File: src/rtl/cache_arbiter.sv
// ---------------------------------------------------------------------------
// cache_arbiter
//
// Shares the single physical-memory port between the split instruction and
// data caches of the RV32I core. One transaction is in flight at a time: the
// winning request is latched in IDLE, held on the memory port until
// pmem_resp, and the returned line is handed back with a one-cycle resp
// pulse in RELEASE. The FSM state is exported on arbiter_state for debug.
//
// Build option:
//   CACHE_ARBITER_RR_EN  defined   -> round-robin tie-break using a 1-bit
//                                     last-owner register (resets to D, so
//                                     the icache wins the first tie).
//                        undefined -> fixed priority, dcache wins ties.
//
// Parameters:
//   LINE_W  cache line width in bits
//   ADDR_W  byte address width (must exceed 5)
//
// Ports:
//   clk            system clock, all state on rising edge
//   rst            synchronous active-low reset
//   i_read         icache line-fill request
//   i_addr         icache line address
//   i_rdata        line returned to icache (holds last fill)
//   i_resp         icache completion pulse
//   d_read         dcache line-fill request
//   d_write        dcache write-back request (wins over d_read)
//   d_addr         dcache line address
//   d_wdata        write-back line
//   d_rdata        line returned to dcache (holds last fill)
//   d_resp         dcache completion pulse
//   pmem_read      memory read strobe
//   pmem_write     memory write strobe
//   pmem_addr      memory address, low 5 bits forced to 0
//   pmem_wdata     memory write line
//   pmem_rdata     memory read line
//   pmem_resp      memory completion
//   arbiter_state  FSM state: 00 IDLE, 01 SERVE_I, 10 SERVE_D, 11 RELEASE
// ---------------------------------------------------------------------------
module cache_arbiter #(
    parameter int unsigned LINE_W = 256,
    parameter int unsigned ADDR_W = 32
) (
    input  logic              clk,
    input  logic              rst,

    input  logic              i_read,
    input  logic [ADDR_W-1:0] i_addr,
    output logic [LINE_W-1:0] i_rdata,
    output logic              i_resp,

    input  logic              d_read,
    input  logic              d_write,
    input  logic [ADDR_W-1:0] d_addr,
    input  logic [LINE_W-1:0] d_wdata,
    output logic [LINE_W-1:0] d_rdata,
    output logic              d_resp,

    output logic              pmem_read,
    output logic              pmem_write,
    output logic [ADDR_W-1:0] pmem_addr,
    output logic [LINE_W-1:0] pmem_wdata,
    input  logic [LINE_W-1:0] pmem_rdata,
    input  logic              pmem_resp,

    output logic [1:0]        arbiter_state
);

    typedef enum logic [1:0] {
        IDLE    = 2'b00,
        SERVE_I = 2'b01,
        SERVE_D = 2'b10,
        RELEASE = 2'b11
    } state_t;

    state_t              r_state;
    logic [ADDR_W-1:0]   r_addr;
    logic [LINE_W-1:0]   r_wdata;
    logic                r_owner_d;
    logic [LINE_W-1:0]   r_i_rdata;
    logic [LINE_W-1:0]   r_d_rdata;
    logic                r_i_resp;
    logic                r_d_resp;
    logic                r_pmem_read;
    logic                r_pmem_write;

    logic                w_i_req;
    logic                w_d_req;
    logic                w_grant_d;
    logic [ADDR_W-1:0]   w_i_line_addr;
    logic [ADDR_W-1:0]   w_d_line_addr;

    assign w_i_req = i_read;
    assign w_d_req = d_read | d_write;

    // Line-align addresses at latch time so pmem_addr never carries offset bits.
    assign w_i_line_addr = {i_addr[ADDR_W-1:5], 5'b0_0000};
    assign w_d_line_addr = {d_addr[ADDR_W-1:5], 5'b0_0000};

`ifdef CACHE_ARBITER_RR_EN
    logic r_last_d;

    // On a tie the requester that did not own the previous grant wins.
    assign w_grant_d = w_d_req & ~(w_i_req & r_last_d);
`else
    assign w_grant_d = w_d_req;
`endif

    always_ff @(posedge clk) begin
        if (!rst) begin
            r_state      <= IDLE;
            r_addr       <= '0;
            r_wdata      <= '0;
            r_owner_d    <= 1'b0;
            r_i_rdata    <= '0;
            r_d_rdata    <= '0;
            r_i_resp     <= 1'b0;
            r_d_resp     <= 1'b0;
            r_pmem_read  <= 1'b0;
            r_pmem_write <= 1'b0;
`ifdef CACHE_ARBITER_RR_EN
            r_last_d     <= 1'b1;
`endif
        end else begin
            r_i_resp <= 1'b0;
            r_d_resp <= 1'b0;

            unique case (r_state)
                IDLE: begin
                    if (w_i_req || w_d_req) begin
                        if (w_grant_d) begin
                            r_addr       <= w_d_line_addr;
                            r_wdata      <= d_wdata;
                            r_owner_d    <= 1'b1;
                            r_pmem_write <= d_write;
                            r_pmem_read  <= ~d_write;
                            r_state      <= SERVE_D;
                        end else begin
                            // Write-data latch is left untouched on an icache grant.
                            r_addr       <= w_i_line_addr;
                            r_owner_d    <= 1'b0;
                            r_pmem_write <= 1'b0;
                            r_pmem_read  <= 1'b1;
                            r_state      <= SERVE_I;
                        end
`ifdef CACHE_ARBITER_RR_EN
                        r_last_d <= w_grant_d;
`endif
                    end
                end

                SERVE_I, SERVE_D: begin
                    if (pmem_resp) begin
                        r_pmem_read  <= 1'b0;
                        r_pmem_write <= 1'b0;
                        if (r_owner_d) begin
                            r_d_rdata <= pmem_rdata;
                            r_d_resp  <= 1'b1;
                        end else begin
                            r_i_rdata <= pmem_rdata;
                            r_i_resp  <= 1'b1;
                        end
                        r_state <= RELEASE;
                    end
                end

                RELEASE: begin
                    r_state <= IDLE;
                end

                default: begin
                    r_state <= IDLE;
                end
            endcase
        end
    end

    assign i_rdata       = r_i_rdata;
    assign i_resp        = r_i_resp;
    assign d_rdata       = r_d_rdata;
    assign d_resp        = r_d_resp;
    assign pmem_read     = r_pmem_read;
    assign pmem_write    = r_pmem_write;
    assign pmem_addr     = r_addr;
    assign pmem_wdata    = r_wdata;
    assign arbiter_state = r_state;

endmodule
File: config.mk
export PLATFORM = sky130hd
export DESIGN_NAME = cache_arbiter
export DESIGN_NICKNAME = d
export VERILOG_FILES = /design/src/rtl/cache_arbiter.sv
export SDC_FILE = /design/constraint.sdc
export NUM_CORES = 2
export LEC_CHECK = 0
export ABC_AREA = 1
export BUFFER_PORTS_ARGS = -buffer_cell sky130_fd_sc_hd__buf_2
export CAP_MARGIN = 20
export CORE_AREA = 2 2 542 544
export DETAILED_ROUTE_END_ITERATION = 6
export DIE_AREA = 0 0 544 546
export HOLD_SLACK_MARGIN = 0.03
export PLACE_DENSITY = 0.37
export SYNTH_ARGS = -nofsm -noshare
export SYNTH_HDL_FRONTEND = slang
export SYNTH_SLANG_ARGS = --single-unit
export TNS_END_PERCENT = 1
File: constraint.sdc
create_clock -name clk -period 1.6 [get_ports clk]
set_input_delay 0.48 -clock clk [delete_from_list [all_inputs] [get_ports clk]]
set_output_delay 0.48 -clock clk [all_outputs]
set_load 0.005 [all_outputs]
==> metrics <==
status finished with violations; violations in the final reports negative setup slack; slowest library cell on the worst path dfxtp_2; via count 32.74k; initial antenna violation count 146; largest net degree at the start of global routing 81; DP Area 40960 um^2; Remaining DRCs 0; worst-path cell chain inv_2, ha_4, buf_6, nand3_4, buf_12, buf_12, buf_16, buf_8, o21ai_0, a21oi_1; max-capacitance violation count 0; synthesized area per cell 7.818 um^2; TritonCTS clock tree yes; Die Ht 546 um; Switching Fraction 36.31%; clock sinks 802; Initial Utilization 9.626%; Final setup viols 1494; CP Capture Type register; worst hold slack 112.5 ps; GRT Total Usage 12.39%; post-route cell area 53760 um^2; clock skew 57.29 ps; RSZ-0062 raised after global routing true; worst-path maximum fanout 13; first-pass GRT wire length 259300 um; clk slew on worst S/H paths 60 ps; synthesized instance count 3596; sequential share of the synthesized area 57.11%; most frequent cell on the critical path buf_12; worst setup margin -301.0 ps; DR vias/cell 3.393; Clock Latency Late Sink 810 ps; endpoints failing hold 0; worst endpoint required time 2260 ps; vias in the first global route 31.80k; Post-Layout Cell Count 9647; clock share of power 27.9%; IO Count 1388; Die ar. 297000 um^2; CTS root buf clkbuf_16; DRT iter0 DRCs 2065; register share of total power 33.3%; Worst setup SP type register; Slew Viols, Final 0; Chip Width 544 um; Final Critical Period 1901 ps; Pwr Density 1676 nW/um^2; Min-Delay Path Class in2reg; grt ovf 0; DP Wirelength 156900 um; Core ar. 292100 um^2; # H-tree levels 3; unique cell type count in the Yosys netlist 20; Net Sw Power 0.03271 W; P_int 0.05737 W; Gate power share 38.8%; Pwr Total 0.09008 W; Crit Path Class reg2reg; WL final 194300 um; Ys Warns 0; layout cells sized above 1 39.28%; Leakage Power 23.63 nW; # rows 199; worst vdd ir 0.9562 mV; CP arrival 2560 ps; placed insts 8829; DRT antenna net count 0; Port Buffers 1372; Max Clk Rate 526.0 MHz; WL/cell 20.14 um; routability congestion estimate 0.8907; Final period util 118.8%; CTS max path bufs 4; Final nets 6172; CP max stage delay 350 ps; Mapped Area 28110 um^2; drt pass-1 iters 5; Seq cells post-synth 802; area growth from synthesis to layout 91.21%; Num CTS Buffers 104
critical path, delay by kind of cell, from the launching register on:
kind | cells | cell delay [ps]
buf+inv | 6 | 830
flops | 1 | 350
fa+ha+maj | 1 | 260
compound gates | 2 | 190
simple gates | 1 | 80
layout by cell type, fill, tap and decap left out, drive strengths merged:
master,n
nand4,2
inv,278
conb,5
ha,2
nand2,96
o21ai,799
clkbuf,150
clkinvlp,4
nor2,1088
a21oi,259
bufbuf,1
buf,1594
bufinv,13
clkinv,14
dfxtp,802
nand3,3
dlygate4sd3,557
diode,61
power groups by stage:
stage / Combinational, W / Clock (W) / Sequential, W
5_1_grt: 0.0379 / 0.0267 / 0.0307
2_1_floorplan: 0.0109 / 0 / 0.0293
3_5_place_dp: 0.0298 / 0 / 0.0290
3_3_place_gp: 0.0298 / 0 / 0.0289
6_report: 0.0349 / 0.0251 / 0.0300
4_1_cts: 0.0343 / 0.0260 / 0.0297
logic make-up (layout without fill, tap and decap cells):
kind of cell               count (synthesis)  count (layout)  share of synthesized area [%]
buffers and inverters                    544            2611                          7.895
and+or+nand+nor                         1189            1189                          16.00
DFF                                      802             802                          57.11
other                                      1              66                        0.01334
adders and majority gates                  2               2                        0.08900
AOI/OAI and AO/OA                       1058            1058                          18.89
registers in the layout, summed over array words and instances, names as in the netlist:
signal and flops:
d_rdata 256, pmem_write 1, i_rdata 256, r_owner_d 1, pmem_wdata 256, d_resp 1
i_resp 1, pmem_read 1, arbiter_state 2, pmem_addr 27
repair_timing:
action / CTS / global route
hold buffers: 557 / 0
hold endpoints to repair: 781 / 0
cloned: 4 / 2
resized for setup: 798 / 434
setup buffers: 7 / 3
pin swaps: 1 / 4
endpoints found under the setup margin: 1569 / 1572
routing by layer:
metal  global-route usage, %  vias up  wire length, um
li1                        -    15610                -
met1                   14.71    15290            79820
met2                   20.26     1404            87320
met3                   5.166      343            20300
met4                   3.490       88             6213
met5                       0        -              599
path summary, 6_finish.rpt:
path / from / end / slack (ps) / depth (start not counted)
max: arbiter_state[1] / d_rdata[25] / -300 / 10
min: d_wdata[216] / pmem_wdata[216] / 110 / 4
max reg2reg: arbiter_state[1] / d_rdata[25] / -300 / 10
min reg2reg: d_rdata[36] / d_rdata[36] / 440 / 2
synthesized netlist by cell type:
master,count,area [um^2]
buf_2,115,575.6
inv_2,3,11.26
nor2_4,3,33.78
a21oi_1,258,1291
nand3_1,2,10.01
buf_1,2,7.510
dfxtp_1,802,16060
clkbuf_1,146,548.0
nand2_1,96,360.4
nand4_1,2,12.51
nor2_1,1085,4073
ha_1,2,25.02
conb_1,1,3.750
o21ai_1,15,75.07
o21ai_0,783,3919
o21ai_2,1,8.760
a21oi_4,1,16.27
inv_1,269,1010
buf_4,9,67.56
nand3_2,1,10.01
per-stage QoR:
| step | setup TNS, ps | worst slack, ps | utilization, % |
|---|---|---|---|
| after floorplan | -6652 | -43.56 | - |
| after global placement | -150320 | -333.9 | 14.02 |
| after detailed placement | -151420 | -322.1 | 14.02 |
| after CTS | -332070 | -341.2 | 17.97 |
| after global routing | -341380 | -364.4 | 18.38 |
| final | -196540 | -301.0 | 18.41 |
final cells by class:
class / instances / area [um^2]
clock inverter: 37 / 579.3
timing repair buffer: 2154 / 17280
antenna: 61 / 152.6
sequential: 802 / 16540
multi-input combinational: 2254 / 10220
tap: 3919 / 4903
inverter: 272 / 1041
clock buffer: 148 / 3038
fill: 33060 / 238300
(Power assumes the default switching activity.)
